===== src/rtl/wb_conbus_rr_pkg.sv =====
// Shared types and sizing helpers for the round-robin Wishbone shared-bus interconnect.
package wb_conbus_rr_pkg;

  typedef enum logic [1:0] {
    ST_IDLE = 2'd0,
    ST_BUSY = 2'd1,
    ST_ERR  = 2'd2
  } bus_state_e;

  // Index width that stays at least one bit wide for single-entry vectors.
  function automatic int idx_w(input int n);
    return (n > 1) ? $clog2(n) : 1;
  endfunction

  function automatic int cnt_w(input int timeout);
    return $clog2(timeout + 1);
  endfunction

endpackage


===== src/rtl/wb_conbus_rr_arbiter.sv =====
// Round-robin arbiter: picks the first requester strictly after last, wrapping around.
module wb_conbus_rr_arbiter
  import wb_conbus_rr_pkg::*;
#(
  parameter int N  = 2,
  parameter int IW = idx_w(N)
) (
  input  logic [N-1:0]  req,
  input  logic [IW-1:0] last,
  output logic [N-1:0]  gnt,
  output logic [IW-1:0] gnt_idx,
  output logic          gnt_vld
);

  function automatic int nxt(input int l, input int k);
    return (l + k) % N;
  endfunction

  always_comb begin
    gnt     = '0;
    gnt_idx = '0;
    gnt_vld = 1'b0;
    for (int k = 1; k <= N; k++) begin
      if (!gnt_vld && req[nxt(int'(last), k)]) begin
        gnt[nxt(int'(last), k)] = 1'b1;
        gnt_idx                 = IW'(nxt(int'(last), k));
        gnt_vld                 = 1'b1;
      end
    end
  end

endmodule


===== src/rtl/wb_conbus_rr.sv =====
// Shared-bus Wishbone interconnect: round-robin master grant, MSB address decode,
// unmapped-address and per-transfer timeout errors reported back to the granted master.
module wb_conbus_rr
  import wb_conbus_rr_pkg::*;
#(
  parameter int                        N_MASTERS  = 2,
  parameter int                        N_SLAVES   = 8,
  parameter int                        ADR_W      = 32,
  parameter int                        DAT_W      = 32,
  parameter int                        DEC_W      = 3,
  parameter logic [N_SLAVES*DEC_W-1:0] SLAVE_ADDR = {3'd7, 3'd6, 3'd5, 3'd4, 3'd3, 3'd2, 3'd1, 3'd0},
  parameter int                        TIMEOUT    = 255
) (
  input  logic                           clk,
  input  logic                           rst,
  input  logic [N_MASTERS*ADR_W-1:0]     m_adr_i,
  input  logic [N_MASTERS*DAT_W-1:0]     m_dat_i,
  input  logic [N_MASTERS*DAT_W/8-1:0]   m_sel_i,
  input  logic [N_MASTERS-1:0]           m_we_i,
  input  logic [N_MASTERS-1:0]           m_cyc_i,
  input  logic [N_MASTERS-1:0]           m_stb_i,
  output logic [N_MASTERS*DAT_W-1:0]     m_dat_o,
  output logic [N_MASTERS-1:0]           m_ack_o,
  output logic [N_MASTERS-1:0]           m_err_o,
  output logic [ADR_W-1:0]               s_adr_o,
  output logic [DAT_W-1:0]               s_dat_o,
  output logic [DAT_W/8-1:0]             s_sel_o,
  output logic                           s_we_o,
  output logic [N_SLAVES-1:0]            s_cyc_o,
  output logic [N_SLAVES-1:0]            s_stb_o,
  input  logic [N_SLAVES*DAT_W-1:0]      s_dat_i,
  input  logic [N_SLAVES-1:0]            s_ack_i,
  input  logic [N_SLAVES-1:0]            s_err_i,
  output logic                           bus_err_o,
  output logic [ADR_W-1:0]               err_adr_o
);

  localparam int MW    = idx_w(N_MASTERS);
  localparam int SW    = idx_w(N_SLAVES);
  localparam int CW    = cnt_w(TIMEOUT);
  localparam int SEL_W = DAT_W / 8;

  bus_state_e           state_q, state_d;
  logic [MW-1:0]        gnt_q, gnt_d, last_q, last_d;
  logic [N_MASTERS-1:0] gnt_oh_q, gnt_oh_d;
  logic [CW-1:0]        cnt_q, cnt_d;
  logic [ADR_W-1:0]     err_adr_q, err_adr_d;

  logic [N_MASTERS-1:0] arb_gnt;
  logic [MW-1:0]        arb_idx;
  logic                 arb_vld;

  wb_conbus_rr_arbiter #(.N(N_MASTERS), .IW(MW)) u_arb (
    .req     (m_cyc_i),
    .last    (last_q),
    .gnt     (arb_gnt),
    .gnt_idx (arb_idx),
    .gnt_vld (arb_vld)
  );

  logic [ADR_W-1:0] g_adr;
  logic [DAT_W-1:0] g_dat;
  logic [SEL_W-1:0] g_sel;
  logic             g_we, g_cyc, g_stb;

  assign g_adr = m_adr_i[gnt_q*ADR_W +: ADR_W];
  assign g_dat = m_dat_i[gnt_q*DAT_W +: DAT_W];
  assign g_sel = m_sel_i[gnt_q*SEL_W +: SEL_W];
  assign g_we  = m_we_i[gnt_q];
  assign g_cyc = m_cyc_i[gnt_q];
  assign g_stb = m_stb_i[gnt_q];

  logic [N_SLAVES-1:0] match;
  for (genvar gi = 0; gi < N_SLAVES; gi++) begin : g_dec
    assign match[gi] = (g_adr[ADR_W-1 -: DEC_W] == SLAVE_ADDR[gi*DEC_W +: DEC_W]);
  end

  // Overlapping windows resolve to the lowest-numbered slave.
  logic          hit;
  logic [SW-1:0] sidx;
  always_comb begin
    hit  = 1'b0;
    sidx = '0;
    for (int i = N_SLAVES - 1; i >= 0; i--) begin
      if (match[i]) begin
        hit  = 1'b1;
        sidx = SW'(i);
      end
    end
  end

  logic busy, err_st, route, sl_ack, sl_err;
  assign busy   = (state_q == ST_BUSY);
  assign err_st = (state_q == ST_ERR);
  assign route  = busy && hit;
  assign sl_ack = route && s_ack_i[sidx];
  assign sl_err = route && s_err_i[sidx] && !s_ack_i[sidx];

  always_comb begin
    state_d   = state_q;
    gnt_d     = gnt_q;
    gnt_oh_d  = gnt_oh_q;
    last_d    = last_q;
    cnt_d     = '0;
    err_adr_d = err_adr_q;
    case (state_q)
      ST_IDLE: begin
        if (arb_vld) begin
          gnt_d    = arb_idx;
          gnt_oh_d = arb_gnt;
          state_d  = ST_BUSY;
        end
      end
      ST_BUSY: begin
        if (!g_cyc) begin
          state_d = ST_IDLE;
          last_d  = gnt_q;
        end else if (g_stb && !hit) begin
          state_d   = ST_ERR;
          err_adr_d = g_adr;
        end else if (g_stb && !(sl_ack || s_err_i[sidx])) begin
          // A slave response on the final cycle beats the timeout.
          if (cnt_q == CW'(TIMEOUT - 1)) begin
            state_d   = ST_ERR;
            err_adr_d = g_adr;
          end else begin
            cnt_d = cnt_q + CW'(1);
          end
        end
      end
      ST_ERR: begin
        if (g_cyc) begin
          state_d = ST_BUSY;
        end else begin
          state_d = ST_IDLE;
          last_d  = gnt_q;
        end
      end
      default: state_d = ST_IDLE;
    endcase
  end

  always_ff @(posedge clk or negedge rst) begin
    if (!rst) begin
      state_q   <= ST_IDLE;
      gnt_q     <= '0;
      gnt_oh_q  <= '0;
      last_q    <= MW'(N_MASTERS - 1);
      cnt_q     <= '0;
      err_adr_q <= '0;
    end else begin
      state_q   <= state_d;
      gnt_q     <= gnt_d;
      gnt_oh_q  <= gnt_oh_d;
      last_q    <= last_d;
      cnt_q     <= cnt_d;
      err_adr_q <= err_adr_d;
    end
  end

  logic [DAT_W-1:0] rd_dat;
  always_comb begin
    s_cyc_o = '0;
    s_stb_o = '0;
    rd_dat  = '0;
    if (route) begin
      s_cyc_o[sidx] = g_cyc;
      s_stb_o[sidx] = g_stb;
      rd_dat        = s_dat_i[sidx*DAT_W +: DAT_W];
    end
  end

  assign s_adr_o   = busy ? g_adr : '0;
  assign s_dat_o   = busy ? g_dat : '0;
  assign s_sel_o   = busy ? g_sel : '0;
  assign s_we_o    = busy && g_we;
  assign m_dat_o   = {N_MASTERS{rd_dat}};
  assign m_ack_o   = sl_ack ? gnt_oh_q : '0;
  assign m_err_o   = (sl_err || err_st) ? gnt_oh_q : '0;
  assign bus_err_o = err_st;
  assign err_adr_o = err_adr_q;

endmodule

===== config.mk =====
export PLATFORM = sky130hd
export DESIGN_NAME = wb_conbus_rr
export DESIGN_NICKNAME = d
export VERILOG_FILES = /design/src/rtl/wb_conbus_rr_pkg.sv /design/src/rtl/wb_conbus_rr_arbiter.sv /design/src/rtl/wb_conbus_rr.sv
export SDC_FILE = /design/constraint.sdc
export NUM_CORES = 1
export LEC_CHECK = 0
export CORE_AREA = 2 2 231 233
export DETAILED_ROUTE_END_ITERATION = 10
export DIE_AREA = 0 0 233 235
export PLACE_DENSITY = 0.37
export SLEW_MARGIN = 40
export SYNTH_ARGS = -nofsm -noshare
export SYNTH_HDL_FRONTEND = slang
export SYNTH_SLANG_ARGS = --single-unit

===== constraint.sdc =====
create_clock -name clk -period 5.3 [get_ports clk]
set_clock_uncertainty 0.05 [all_clocks]
set_input_delay 0.795 -clock clk [delete_from_list [all_inputs] [get_ports clk]]
set_output_delay 0.795 -clock clk [all_outputs]
set_load 0.02 [all_outputs]

# ---- After elaboration in Yosys (flattened, before gate mapping)
# Cells that the tools add are included.
dict set report classes {
  reduce_logical 26
  eq_ne 13
  magnitude_cmp 7
  n_mux 67
  add_sub_neg 3
  bitwise 6
  n_shift 4
}
# cell count
set ops {}
lappend ops {{indexed part select 256 x 9 -> 32 bit} 1}
lappend ops {{2-to-1 mux 32 bit} 6}
lappend ops {{indexed part select 64 x 7 -> 32 bit} 2}
lappend ops {{2-to-1 mux 8 bit} 7}
lappend ops {{2-to-1 mux 1 bit} 30}
lappend ops {{2-to-1 mux 3 bit} 8}
lappend ops {{2-to-1 mux 2 bit} 9}
lappend ops {{AND 8 bit} 2}
lappend ops {{== test 3 bit (second input constant)} 4}
lappend ops {{logical AND 1 bit} 11}
lappend ops {{adder 8 x 1 -> 8 bit (second input constant)} 1}
lappend ops {{== test 8 bit (second input constant)} 1}
lappend ops {{inequality test 4 x 2 -> 1 bit (second input constant)} 2}
lappend ops {{indexed part select 8 x 4 -> 4 bit} 1}
lappend ops {{binary-select mux 1 bit (select 3 bit)} 2}
lappend ops {{== test 3 x 2 -> 1 bit (second input constant)} 2}
lappend ops {{less-than comparator 2 x 3 -> 1 bit (second input constant)} 2}
lappend ops {{case mux 2 bit (3 select lines)} 1}
lappend ops {{>= comparator 2 x 1 -> 1 bit (second input constant)} 2}
lappend ops {{zero test 1 bit} 4}
lappend ops {{less-than comparator 3 x 4 -> 1 bit (second input constant)} 1}
lappend ops {{2-to-1 mux 4 bit} 1}
lappend ops {{AND reduction 2 bit} 2}
lappend ops {{AND reduction 4 bit} 1}
lappend ops {{18 further kinds} 23}
dict set report totals {
  ff_bits 46
  inputBits 416
  elab_cells 132
}

# ---- Longest topological paths before layout
dict set report depth {
  word_depth 20
  mapped_depth 9
  mapped_depth_nobuf 8
}

# ---- By module
# A second synthesis with hierarchy kept.
dict set report hier_totals {
  cells_unflattened 692
  area_unflattened_um2 5271.3
}
# mod area_each_um2 cells_each seq_area_each_um2 instances
set by_module_without_submodules {}
lappend by_module_without_submodules {wb_conbus_rr 5238.8 687 1152.4 1}
lappend by_module_without_submodules {wb_conbus_rr_arbiter 32.5 5 0.0 1}

# ---- Worst setup path before layout
# No wires, ideal clock.
dict set report synth_path {
  path_kind {in2out}
  start {in m_adr_i[30]}
  end {out m_dat_o[59]}
  slack_ps 1371
  arrival_ps 3084
  stages 8
  n_path_buf 3
  path_cell_list {buf_2 -> mux2i_2 -> nor2_1 -> nand2_1 -> buf_2 -> o22ai_1 -> nor4b_1 -> buf_4}
}
dict set report synth_via {
  elab_chain_cells 12
}
# item line
set synth_rtl {}
lappend synth_rtl {{start, declared} wb_conbus_rr.sv:16} ;# input logic [N_MASTERS*ADR_W-1:0] m_adr_i,
lappend synth_rtl {{indexed part select 64 x 7 -> 32 bit *} wb_conbus_rr.sv:66} ;# assign g_adr = m_adr_i[gnt_q*ADR_W +: ADR_W];
lappend synth_rtl {{== test 3 bit} wb_conbus_rr.sv:75} ;# assign match[gi] = (g_adr[ADR_W-1 -: DEC_W] == SLAVE_ADDR[gi*DEC_W +: DEC_W]);
lappend synth_rtl {{2-to-1 mux 3 bit / 2-to-1 mux 1 bit (equally long branches) (8 in series)} wb_conbus_rr.sv:85} ;# if (match[i]) begin
lappend synth_rtl {{indexed part select 256 x 9 -> 32 bit / logical AND 1 bit (equally long branches)} {wb_conbus_rr.sv:169, wb_conbus_rr.sv:95}}
lappend synth_rtl {{2-to-1 mux 32 bit *} wb_conbus_rr.sv:166} ;# if (route) begin
lappend synth_rtl {{end, declared} wb_conbus_rr.sv:22} ;# output logic [N_MASTERS*DAT_W-1:0] m_dat_o,
# Mark *: on every way between the ends. The rest lies on a longest branch, timed or not.

# ---- Final worst setup path
dict set report layout_path {
  start {in m_adr_i[63]}
  end {out m_dat_o[36]}
}
# The elaborated chain is that of the path after synthesis.

==> results_dict.tcl <==
set metrics [dict create \
    tightest_slew_ns 0.7515 \
    synth.cell_area_mm2 0.005532 \
    clock_pin_slew_on_the_worst_setup_and_hold_paths_ns 0.07 \
    critPathKind "input pin to primary output" \
    cpMaxStageDelayCell "clkdlybuf4s50_1" \
    wire_per_inst_um 23.33 \
    report.final.slew_viol_count 0 \
    ant_nets 0 \
    synth-warning-count 0 \
    design.core.area_mm2 0.05224 \
    power-per-cell-area_mw_per_mm2 389.5 \
    sequentialPowerShare_pct 9.1 \
    cell_breakdown_of_the_critical_path "clkdlybuf4s50_1 -> mux2_2 -> buf_4 -> nand2_1 -> nand3_1 -> o21ai_0 -> a2111oi_0 -> buf_4 -> o211a_1 -> clkdlybuf4s50_1" \
    critical-path-max-stage-delay_ns 0.74 \
    rsz0062_at_grt "false" \
    clock-sinks 46 \
    routed_wl_um 45750 \
    cts.root.buffer_cell "clkbuf_16" \
    design.portCount 602 \
    first_pass_grt_wire_length_um 61890 \
    synth.top_cells.by_area "dfrtp_1 (20%), mux2i_1 (19%), nor2b_1 (7.6%), o22ai_1 (6.2%), buf_4 (4.8%)" \
    portion_of_total_power_attributed_to_combinational_logic_pct 81.8 \
    yosysSeqAreaShare_pct 20.83 \
    worst_slew_margin_rel_pct 48.60 \
    synthCells 706 \
    switching_share_pct 48.33 \
    critical_path_required_ns 4.45 \
    finalWorstPathRequiredPeriod_ns 4.968 \
    die-width_um 233 \
    r2r_cells 8 \
    type_of_the_most_critical_hold_path "input pin to asynchronous set/reset pin" \
    cts-htree-levels 2 \
    postSynth.topFlopCell "dfrtp_1" \
    dpl.hpwl_um 38230 \
    power_switching_mw 2.350 \
    ys_seq_elements 46 \
    p_clk_share_pct 9.1 \
    clock.fmax_ghz 0.2013 \
    drt_pass1_iterations 4 \
    die-area_mm2 0.05476 \
    clock_tree_from_tritoncts "done" \
    tritoncts.num_buffers 5 \
    remaining_drc_errors 0 \
    synth_fp_nets 1128 \
    starting_density_of_the_core_pct 10.59 \
    clkLatencyLatePin_ns 0.30 \
    final-hold-violation-count 0 \
    report.final.setup_viol 0 \
    critical_path_peak_fanout 19 \
    number_of_synthesized_flops_with_an_enable_pin 0 \
    reg2reg_setup_slack_ns 1.73 \
    reg2reg_to "err_adr_o[2]" \
    outcome "completed" \
    postSynthAreaPerCell_um2 7.835 \
    timing.critical_path.from_type "input pin" \
    initial_antenna_violation_count 22 \
    cap_viol_max_count 0 \
    area.growth.synth_to_final_pct 125.6 \
    vias_per_cell 3.960 \
    grt_max_degree 62 \
    finalNetCount 1682 \
    cts-resized-gates 0 \
    globalplace.congestion 0.8336 \
    cellInternalPower_mw 2.512 \
    drive_gt1_share_pct 5.630 \
    gr-total-overflow 0 \
    synth.distinct_cells 56 \
    ir_drop_mv 0.1889 \
    cp.arrival_ns 4.12 \
    power_mw 4.861 \
    endpoint_class_of_the_critical_path "primary output" \
    reported_leakage_power_nw 5.039 \
    synth_top_area_share_pct 20.36 \
    reg2reg_from "gnt_q" \
    first_global_vias 8199 \
    synth-async-reset-ratio_pct 100.0 \
    fp-row-count 84 \
    post-route-period-util_pct 93.74 \
    floorplan.die.height_um 235 \
    cts.hold.buffers_added 0 \
    synth_top_cell_by_area "dfrtp_1" \
    route.vias.total 7765 \
    grt_usage_pct 15.94 \
    count_of_buffers_inserted_at_the_top_level_ports 601 \
    drtIter0Drc 208 \
    cts_setup_buffers 0 \
    fin_setup_tns_ns 0 \
    cts-root-to-sink-buffers 2 \
]
cell usage after synthesis (2+ instances only):
master     instances
buf_1              7
o22a_1             3
o21ai_0           36
o221a_2            2
dfrtp_1           45
o221ai_1          21
a32oi_1            6
inv_1             35
xnor2_1            3
a21oi_1           11
ha_1               6
nor2_1            68
mux2_4             2
o211a_1            3
and2_1             6
nor3_1             9
buf_6              3
nor2b_1           67
a31oi_1            3
and3_1             3
a311oi_1           2
o211ai_1           4
mux2_2             6
o2bb2ai_1          3
a2111oi_0          3
nand2b_1           4
o2111a_1           4
xor2_1             3
a211oi_1           4
nand3_1           14
nand2_1           51
a21o_1             3
clkbuf_1          29
o21a_1             2
o22ai_1           55
buf_2             13
buf_4             35
mux2i_1          107
or3_1              3
nor4b_1            6
kinds of logic after synthesis:
kind of cell / after synthesis / synth area share [%]
AND/OR/NAND/NOR: 237 / 21.65
multiplexers: 118 / 21.99
flip-flops: 46 / 20.83
buffers and inverters: 122 / 11.35
XOR/XNOR: 6 / 0.9502
adder cells (fa/ha/maj): 6 / 1.357
AO/OA/AOI/OAI: 171 / 21.87
how the worst max path moves through the flow:
stage | from | end | slack, ns
after detailed placement | m_adr_i[63] | m_dat_o[36] | 0.43
after global placement | m_adr_i[63] | m_dat_o[36] | 0.37
after global routing | m_adr_i[63] | m_dat_o[4] | 0.12
after CTS | m_adr_i[63] | m_dat_o[36] | 0.41
final | m_adr_i[63] | m_dat_o[36] | 0.33
after floorplan | m_adr_i[30] | m_dat_o[59] | 1.37
state kept, by name, summed over array words and instances (netlist names):
register / flops
last_q: 1
err_adr_o: 32
gnt_oh_q: 2
gnt_q: 1
state_q: 2
cnt_q: 8
final cells by class:
class / count / area, µm²
Antenna cell: 12 / 30.03
Clock buffer: 6 / 138.9
Clock inverter: 2 / 60.06
Fill cell: 5780 / 39760
Inverter: 35 / 131.4
Multi-Input combinational cell: 538 / 3789
Sequential cell: 46 / 1156
Tap cell: 688 / 860.8
Timing Repair Buffer: 634 / 6314
layout by cell type (no fill, tap or decap), types with 6 or more instances in the layout:
cell | netlist | routed
buf_4 | 35 | 31
nand2_1 | 51 | 51
nor4b_1 | 6 | 6
nor2_1 | 68 | 67
a32oi_1 | 6 | 6
inv_1 | 35 | 35
nor2b_1 | 67 | 67
o221ai_1 | 21 | 21
mux2i_1 | 107 | 106
diode_2 | 0 | 12
clkdlybuf4s50_1 | 0 | 597
o21ai_0 | 36 | 36
a21oi_1 | 11 | 11
o22ai_1 | 55 | 55
nand3_1 | 14 | 14
and2_1 | 6 | 6
dfrtp_1 | 45 | 44
mux2_2 | 6 | 6
nor3_1 | 9 | 9
critical path: cells and delay by family:
| kind | cells | cell delay (ns) |
|---|---|---|
| buffers and inverters | 4 | 1.87 |
| multiplexers | 1 | 0.27 |
| AO/OA/AOI/OAI | 3 | 1.01 |
| AND/OR/NAND/NOR | 2 | 0.18 |
per-layer routing:
layer / share of wire [%] / routed length (µm) / GRT usage [%] / vias to the layer above
met5: 0.17 / 77 / 0 / -
met2: 52 / 23840 / 30.18 / 431
li1: - / - / - / 3647
met3: 8.7 / 3975 / 5.000 / 65
met1: 36 / 16460 / 16.27 / 3610
met4: 3.0 / 1395 / 5.443 / 12
metrics by stage:
step                      instance area [µm²]  std cells  utilization (%)  worst slack (ns)  hold WS [ns]
after floorplan                          5532        706                -             1.371        0.4036
after global placement                  12250       1941            23.45            0.3742        0.4257
after detailed placement                12250       1941            23.45            0.4307        0.4356
after CTS                               12450       1949            23.83            0.4097        0.3043
after global routing                    12470       1956            23.87            0.1212        0.3313
final                                   12480       1961            23.89            0.3320        0.3159
power groups by stage:
| stage | clock network (mW) | logic [mW] | registers [mW] |
|---|---|---|---|
| floorplan | 0 | 2.23 | 0.393 |
| global placement | 0 | 4.06 | 0.455 |
| detailed placement | 0 | 4.04 | 0.456 |
| CTS | 0.469 | 4.06 | 0.448 |
| global route | 0.476 | 4.24 | 0.453 |
| finish | 0.441 | 3.98 | 0.444 |
(Power assumes the default switching activity.)
